===== config.mk =====
export PLATFORM = sky130hd
export DESIGN_NAME = aes_ahb_master
export DESIGN_NICKNAME = d
export VERILOG_FILES = /design/src/rtl/aes_ahb_master.sv
export SDC_FILE = /design/constraint.sdc
export NUM_CORES = 1
export LEC_CHECK = 0
export CAP_MARGIN = 20
export CORE_MARGIN = 5
export CORE_UTILIZATION = 53
export DETAILED_ROUTE_END_ITERATION = 16
export PLACE_DENSITY_LB_ADDON = 0.08
export SYNTH_ARGS = -nofsm -noshare
export SYNTH_HDL_FRONTEND = slang
export SYNTH_SLANG_ARGS = --single-unit

===== constraint.sdc =====
create_clock -name HCLK -period 8.9 [get_ports HCLK]
set_clock_uncertainty 0.05 [all_clocks]
set_input_delay 1.78 -clock HCLK [delete_from_list [all_inputs] [get_ports HCLK]]
set_output_delay 1.78 -clock HCLK [all_outputs]
set_load 0.02 [all_outputs]

===== src/rtl/aes_ahb_master.sv =====
// AHB-Lite master that walks the AES slave register sequence for one key/plaintext job:
// configure, load key and plaintext, start, poll for done, then read back the ciphertext.
module aes_ahb_master #(
    parameter logic [31:0] BASE_ADDR = 32'h0000_0000,
    parameter int          POLL_MAX  = 1024,
    parameter int          RDATA_LAT = 0
) (
    input  logic         HCLK,
    input  logic         HRESETn,
    input  logic         req_valid,
    output logic         req_ready,
    input  logic [127:0] req_key,
    input  logic [127:0] req_pt,
    input  logic         req_bist,
    output logic         rsp_valid,
    input  logic         rsp_ready,
    output logic [127:0] rsp_ct,
    output logic         rsp_err,
    output logic         busy,
    output logic [31:0]  HADDR,
    output logic [1:0]   HTRANS,
    output logic         HWRITE,
    output logic [2:0]   HSIZE,
    output logic [2:0]   HBURST,
    output logic [31:0]  HWDATA,
    input  logic [31:0]  HRDATA,
    input  logic         HREADY,
    input  logic         HRESP,
    output logic [2:0]   dbg_state
);
    // Handshakes: a transfer on req_* or rsp_* happens on a rising HCLK edge where valid and
    // ready are both high; valid never drops and payload never changes while waiting for ready.

    localparam int         PW         = $clog2(POLL_MAX + 1);
    localparam logic [1:0] HT_IDLE    = 2'b00;
    localparam logic [1:0] HT_NONSEQ  = 2'b10;
    localparam logic [3:0] STEP_START = 4'd9;
    localparam logic [3:0] STEP_POLL  = 4'd10;
    localparam logic [3:0] STEP_CT0   = 4'd11;
    localparam logic [3:0] STEP_LAST  = 4'd14;

    typedef enum logic [2:0] {
        ST_IDLE = 3'd0,
        ST_ADDR = 3'd1,
        ST_DATA = 3'd2,
        ST_RCAP = 3'd3,
        ST_RESP = 3'd4
    } state_e;

    function automatic logic [7:0] step_offset(input logic [3:0] s);
        case (s)
            4'd0:    step_offset = 8'h04;
            4'd1:    step_offset = 8'h10;
            4'd2:    step_offset = 8'h14;
            4'd3:    step_offset = 8'h18;
            4'd4:    step_offset = 8'h1C;
            4'd5:    step_offset = 8'h20;
            4'd6:    step_offset = 8'h24;
            4'd7:    step_offset = 8'h28;
            4'd8:    step_offset = 8'h2C;
            4'd9:    step_offset = 8'h00;
            4'd10:   step_offset = 8'h08;
            4'd11:   step_offset = 8'h30;
            4'd12:   step_offset = 8'h34;
            4'd13:   step_offset = 8'h38;
            4'd14:   step_offset = 8'h3C;
            default: step_offset = 8'h00;
        endcase
    endfunction

    // Steps 1..4 and 5..8 both map their low two bits minus one onto word 0..3.
    function automatic logic [31:0] step_wdata(input logic [3:0] s, input logic [127:0] key,
                                               input logic [127:0] pt, input logic bist);
        logic [1:0] w;
        w = s[1:0] - 2'd1;
        if (s == 4'd0)      step_wdata = {31'b0, bist};
        else if (s <= 4'd4) step_wdata = key[{w, 5'b0} +: 32];
        else if (s <= 4'd8) step_wdata = pt[{w, 5'b0} +: 32];
        else                step_wdata = 32'h1;
    endfunction

    state_e         state_q, state_d;
    logic [3:0]     step_q, step_d;
    logic [PW-1:0]  poll_q, poll_d;
    logic [127:0]   key_q, key_d, pt_q, pt_d;
    logic           bist_q, bist_d;
    logic [31:0]    haddr_q, haddr_d, hwdata_q, hwdata_d;
    logic [1:0]     htrans_q, htrans_d;
    logic           hwrite_q, hwrite_d;
    logic           rsp_valid_q, rsp_valid_d, rsp_err_q, rsp_err_d;
    logic [127:0]   rsp_ct_q, rsp_ct_d;

    logic           issue, abort, rd_done;
    logic [3:0]     issue_step;
    logic [PW-1:0]  poll_inc;
    logic [1:0]     ct_idx;

    assign poll_inc = poll_q + PW'(1);
    assign ct_idx   = step_q[1:0] + 2'd1;

    always_comb begin
        state_d     = state_q;
        step_d      = step_q;
        poll_d      = poll_q;
        key_d       = key_q;
        pt_d        = pt_q;
        bist_d      = bist_q;
        haddr_d     = haddr_q;
        htrans_d    = htrans_q;
        hwrite_d    = hwrite_q;
        hwdata_d    = hwdata_q;
        rsp_valid_d = rsp_valid_q;
        rsp_err_d   = rsp_err_q;
        rsp_ct_d    = rsp_ct_q;
        issue       = 1'b0;
        issue_step  = step_q;
        abort       = 1'b0;
        rd_done     = 1'b0;

        case (state_q)
            ST_IDLE: begin
                if (req_valid) begin
                    key_d      = req_key;
                    pt_d       = req_pt;
                    bist_d     = req_bist;
                    poll_d     = '0;
                    rsp_ct_d   = '0;
                    rsp_err_d  = 1'b0;
                    issue      = 1'b1;
                    issue_step = 4'd0;
                end
            end
            ST_ADDR: begin
                if (HREADY) begin
                    state_d  = ST_DATA;
                    htrans_d = HT_IDLE;
                    if (hwrite_q) hwdata_d = step_wdata(step_q, key_q, pt_q, bist_q);
                end
            end
            ST_DATA: begin
                if (HREADY) begin
                    if (HRESP) begin
                        abort = 1'b1;
                    end else if (hwrite_q) begin
                        issue      = 1'b1;
                        issue_step = step_q + 4'd1;
                    end else if (RDATA_LAT != 0) begin
                        state_d = ST_RCAP;
                    end else begin
                        rd_done = 1'b1;
                    end
                end
            end
            ST_RCAP: rd_done = 1'b1;
            ST_RESP: begin
                if (rsp_ready) begin
                    state_d     = ST_IDLE;
                    rsp_valid_d = 1'b0;
                end
            end
            default: state_d = ST_IDLE;
        endcase

        // STAT0 bit0 is the done flag; CT3 is read last since that read clears it in the slave.
        if (rd_done) begin
            if (step_q == STEP_POLL) begin
                if (HRDATA[0]) begin
                    issue      = 1'b1;
                    issue_step = STEP_CT0;
                end else if (poll_inc == PW'(POLL_MAX)) begin
                    abort = 1'b1;
                end else begin
                    poll_d     = poll_inc;
                    issue      = 1'b1;
                    issue_step = STEP_POLL;
                end
            end else begin
                rsp_ct_d[{ct_idx, 5'b0} +: 32] = HRDATA;
                if (step_q == STEP_LAST) begin
                    state_d     = ST_RESP;
                    rsp_valid_d = 1'b1;
                end else begin
                    issue      = 1'b1;
                    issue_step = step_q + 4'd1;
                end
            end
        end

        if (issue) begin
            state_d  = ST_ADDR;
            step_d   = issue_step;
            htrans_d = HT_NONSEQ;
            haddr_d  = BASE_ADDR + {24'b0, step_offset(issue_step)};
            hwrite_d = (issue_step <= STEP_START);
        end

        if (abort) begin
            state_d     = ST_RESP;
            rsp_valid_d = 1'b1;
            rsp_err_d   = 1'b1;
            rsp_ct_d    = '0;
        end
    end

    always_ff @(posedge HCLK or negedge HRESETn) begin
        if (!HRESETn) begin
            state_q     <= ST_IDLE;
            step_q      <= '0;
            poll_q      <= '0;
            key_q       <= '0;
            pt_q        <= '0;
            bist_q      <= 1'b0;
            haddr_q     <= '0;
            htrans_q    <= HT_IDLE;
            hwrite_q    <= 1'b0;
            hwdata_q    <= '0;
            rsp_valid_q <= 1'b0;
            rsp_err_q   <= 1'b0;
            rsp_ct_q    <= '0;
        end else begin
            state_q     <= state_d;
            step_q      <= step_d;
            poll_q      <= poll_d;
            key_q       <= key_d;
            pt_q        <= pt_d;
            bist_q      <= bist_d;
            haddr_q     <= haddr_d;
            htrans_q    <= htrans_d;
            hwrite_q    <= hwrite_d;
            hwdata_q    <= hwdata_d;
            rsp_valid_q <= rsp_valid_d;
            rsp_err_q   <= rsp_err_d;
            rsp_ct_q    <= rsp_ct_d;
        end
    end

    assign req_ready = (state_q == ST_IDLE);
    assign busy      = (state_q != ST_IDLE);
    assign rsp_valid = rsp_valid_q;
    assign rsp_err   = rsp_err_q;
    assign rsp_ct    = rsp_ct_q;
    assign HADDR     = haddr_q;
    assign HTRANS    = htrans_q;
    assign HWRITE    = hwrite_q;
    assign HWDATA    = hwdata_q;
    assign HSIZE     = 3'b010;
    assign HBURST    = 3'b000;
    assign dbg_state = state_q;

endmodule

-- Word-level counts from Yosys, hierarchy flattened
Memory sizes are Yosys's and may differ from the RTL's. A register that Yosys moved wholly into a read port is not among the register bits.
Index checks and enable logic that the tools add are counted.
- add/subtract/negate cells: 5
- $lt $le $gt $ge: 3
- equality and inequality tests: 7
- shift-type cells: 4
- muxes and demuxes: 66
- reductions and logical operators: 13
- operator list (operator ; number):
    two-way mux 128 bit ; 5
    indexed part select 128 x 8 -> 32 bit ; 2
    bitwise mux 128 bit ; 1
    variable shift 32 x 9 -> 128 bit (first input constant) ; 1
    indexed part select 32 x 9 -> 128 bit ; 1
    two-way mux 32 bit ; 3
    two-way mux 11 bit ; 6
    two-way mux 4 bit ; 9
    two-way mux 1 bit ; 28
    two-way mux 3 bit ; 7
    adder 11 x 1 -> 11 bit (second input constant) ; 1
    equality test 11 bit (second input constant) ; 1
    negation 7 -> 9 bit ; 1
    case mux 3 bit (3 select lines) ; 1
    equality test 4 bit (second input constant) ; 2
    less-or-equal comparator 4 bit (second input constant) ; 2
    case mux 4 bit (2 select lines) ; 1
    nonzero test 2 bit ; 4
    equality test 3 x 2 -> 1 bit (second input constant) ; 2
    two-way mux 2 bit ; 3
    AND reduction 2 bit ; 3
    adder 4 x 1 -> 4 bit (second input constant) ; 1
    less-or-equal comparator 4 x 3 -> 1 bit (second input constant) ; 1
    zero test 4 bit ; 1
    10 further kinds ; 11
- register bits after elaboration: 448
- memory bits (read-only): 64
- output and inout bits: 208
- memories kept: 1
- memory list (name ; depth ; width ; rd ports ; clocked after memory_dff ; wr ports ; RTL line ; RTL):
    (name not given) ; 16 ; 4 ; 1 ; 1 ; 0 ; 51 ; case (s)

-- Logic depth before layout (Yosys ltp)
- word-level depth: 10
- depth in mapped cells: 16
- gate-level depth less buffers: 13

-- Least setup slack after synthesis
OpenSTA, ideal clock, no wires.
- kind: input-to-reg
- start: in HREADY
- end: reg haddr_q[3] (netlist: HADDR[3])
- library setup time: 0.124 ns
- arrival: 3.749 ns
- data required time: 8.726 ns
- path slack: 4.977 ns
- stages: 10
- path buffers: 1
- path through: nor3b_2 > o21ai_1 > nand2b_4 > a31o_2 > buf_2 > o311a_1 > inv_1 > ha_1 > o311a_1 > o31a_1
- word-level cells in the longest chain between the ends: 6
- elaborated cells between the ends (all ways): 16
- ends and longest elaborated chain (what ; RTL line ; RTL):
    start, declared ; 27 ; input logic HREADY,
    two-way mux 4 bit ; 141 ; if (HREADY) begin
    case mux 4 bit (2 select lines) ; 120 ; case (state_q)
    two-way mux 4 bit ; 170 ; end else if (poll_inc == PW'(POLL_MAX)) begin
    two-way mux 4 bit ; 167 ; if (HRDATA[0]) begin
    two-way mux 4 bit ; 166 ; if (step_q == STEP_POLL) begin
    two-way mux 4 bit * ; 165 ; if (rd_done) begin
    named net issue_step[0] ; 94 ; logic [3:0] issue_step;
    end, declared ; 87 ; logic [31:0] haddr_q, haddr_d, hwdata_q, hwdata_d;
The timed path passes the listed nets; every way through them passes the cells marked *.
A chain may end at the register's enable or synchronous reset.

-- Worst setup path after layout
Same ends and word-level chain as after synthesis.

==> impl_results.md <==
- Status: finished clean
- Drt pass-1 iters: 6
- Fillers: 2824
- CTS buffer count: 46
- Die height: 204 microns
- Core ar.: 37300 sq um
- CP Data Arrival Time: 4.69 ns
- Ratio of cells with drive above 1 in the final layout: 7.81%
- Distinct cells, synth: 61
- Vias per cell: 5.56
- Number of placement rows: 71
- Final period util: 48.4%
- Worst setup path start: HREADY
- Mapped Cells: 2043
- Fmax: 232 MHz
- Tmin final: 4.31 ns
- # clock sinks: 443
- Syn Area/Cell: 9.73 sq um
- P per Cell Area: 321 nW/um^2
- Clock buffer depth: 3
- Residual DRC: 0
- Area Overhead vs Synth: 32.1%
- Peak VDD IR: 168 uV
- Final Setup Violations: 0
- Most used DFF post-synth: dfrtp_1
- Worst Tran Pin Value: 1.02 ns
- Global-route wire length before repair: 91.6 mm
- Area share of the largest cell type after synthesis: 55.7%
- I/O pin count: 503
- GP Congestion: 0.856
- RR Startpoint: step_q[0]$_DFFE_PN0P_
- Placed Cells: 2862
- Register Area: 11100 sq um
- Unrepaired setup endpoints after global routing: no
- Post-Syn Area: 19900 sq um
- Final ANT Viol Nets: 0
- Starting Density: 53.3%
- Worst skew pair latency: 0.55 ns
- Hold Buf Count CTS: 0
- Post-synth EDFFs: 0
- Drt total wl: 59.4 mm
- Critical Path, Cell by Cell: clkdlybuf4s50_1, nor3b_2, o21ai_1, nand2b_4, a31o_2, o311a_1, inv_1, ha_1, o311a_1, o31a_1
- Most common cell after layout, fill and taps aside: nand2_1
- First-iteration detailed-routing DRC count: 1402
- Yosys warnings: 0
- I/O Buffers: 467
- Layout Utilization: 70.4%
- Pin count of the biggest net entering global routing: 197
- Most frequent cells in the layout: nand2_1 (828), clkdlybuf4s50_1 (466), dfrtp_1 (442)
- Nets: 2747
- Cts repair resizes: 0
- Area leader, netlist: dfrtp_1
- Clock Pin Slew Worst Setup and Hold Paths: 0.06 ns
- Async set-or-reset flop fraction in the synthesized netlist: 100%
- Critical path class: primary input to register
- Hold Crit Class: register to register
- H-tree Lvls: 2
- Post-DP HPWL: 40.1 mm
- Final Hold Viols: 0
- Antenna violations before repair: 23
- Slew margin rel.: 31.7%
- Hold_sp: key_q[49]$_DFFE_PN0P_
- Vias: 16500
- Tot GR Track Use: 27.9%
- Post-Layout Cell Count: 2958
- Post-CTS Setup Inserts: 0
- Setup TNS: 0 ns
- CTS tree: yes
- Startpoint Class: primary input
- CTS root buf: clkbuf_16
- Full die area: 41500 sq um
- Crit Path Max Fanout: 18
- Congestion Overflow GR: 0
- Worst EP required: 9.28 ns
- Seq/Total Area, Yosys: 55.7%
- Slowest stage delay, CP: 0.48 ns
- Slew Limit Fails: 0
- Crit path top cell by count: o311a_1
- Vias in the first global route: 16600
- Crit end category: register
- Setup WS pre-CTS: 3.99 ns
- Chip width: 204 microns
- #FFs+latches synth: 443
- Top cells by area, synth: dfrtp_1 (56%), nand2_1 (16%), mux4_2 (7.2%)
- Pleak: 12.5 nW
- Wirelength per Cell: 20.1 microns
- Multi-input gate area: 8030 sq um
- Setup ws final: 4.59 ns
- Slowest CP cell: clkdlybuf4s50_1
- Number of max-cap violations: 0
-- cells in the mapped netlist, types with 5 or more instances --
cell type,instances
o31ai_1,7
dfrtp_1,443
mux4_2,64
nand2_1,829
clkbuf_1,65
nand2b_1,5
o21ai_1,9
ha_1,14
inv_1,12
nand3_1,11
buf_4,49
a21oi_1,13
buf_2,55
nor2b_1,35
nor2_1,140
a22oi_1,159
o21ai_0,45
and2_1,5
-- through the flow --
step	instance area, sq um	hold slack [ns]	total power, mW
floorplan	20000	0.387	5.29
global placement	24600	0.403	6.37
detailed placement	24600	0.407	6.48
CTS	26200	0.421	8.48
global route	26300	0.431	8.96
finish	26300	0.418	8.44
-- power breakdown --
group / total [mW] / leakage, nW / internal [mW] / switching, mW
logic: 3.25 / 6.03 / 1.46 / 1.79
clock network: 1.97 / 0.758 / 1.19 / 0.779
registers: 3.22 / 5.75 / 2.75 / 0.467
total: 8.44 / 12.5 / 5.41 / 3.03
-- final cells by class --
cell class	instances	share of cell area (%)
repair buffers	491	18.7
clock buffers	67	5.14
flip-flops and latches	443	42.2
diodes	13	0.124
well taps	474	2.26
multi-input cells	1444	30.6
inverters	12	0.171
clock inverters	14	0.786
-- logic make-up (layout without fill, tap and decap cells) --
group	count (synthesis)	in the layout	share of synthesized area, %
flip-flops	443	443	55.7
XOR/XNOR	5	5	0.220
other	2	48	0.0378
AO/OA/AOI/OAI	264	264	9.29
AND/OR/NAND/NOR	1057	1057	21.3
multiplexers	69	69	7.51
adder cells (fa/ha/maj)	14	14	0.881
buffers and inverters	189	584	4.99
-- path summary, 6_finish.rpt --
| path | slack (ns) | depth (start not counted) | endpoint |
|---|---|---|---|
| max | 4.59 | 10 | HADDR[3]$_DFFE_PN0P_ |
| min | 0.42 | 2 | key_q[49]$_DFFE_PN0P_ |
| max reg2reg | 4.98 | 9 | HADDR[3]$_DFFE_PN0P_ |
| min reg2reg | 0.42 | 2 | key_q[49]$_DFFE_PN0P_ |
| max in group asynchronous | 6.22 | 2 | key_q[62]$_DFFE_PN0P_ |
| min in group asynchronous | 1.17 | 1 | rsp_ct[35]$_DFF_PN0_ |
-- critical path, delay by kind of cell --
family | cells | cell delay, ns
buffers and inverters | 2 | 0.59
AOI/OAI and AO/OA | 5 | 1.61
adders and majority gates | 1 | 0.23
and+or+nand+nor | 2 | 0.47
-- per-layer routing --
layer	track usage [%]	wire, microns	up-vias	share of wire, %
li1	-	-	7509	-
met1	36.2	23400	8088	39
met2	46.0	28900	693	49
met3	6.42	4690	147	7.9
met4	10.7	2280	20	3.8
met5	0	131	-	0.22
-- state kept, by name, summed over array words and instances, names as in the netlist --
signal	count
key_q	128
pt_q	128
rsp_ct	128
HWDATA	32
poll_q	11
HADDR	4
step_q	4
dbg_state	3
HTRANS	1
HWRITE	1
bist_q	1
rsp_err	1
rsp_valid	1
No activity file was read; power rests on OpenSTA's default activity.
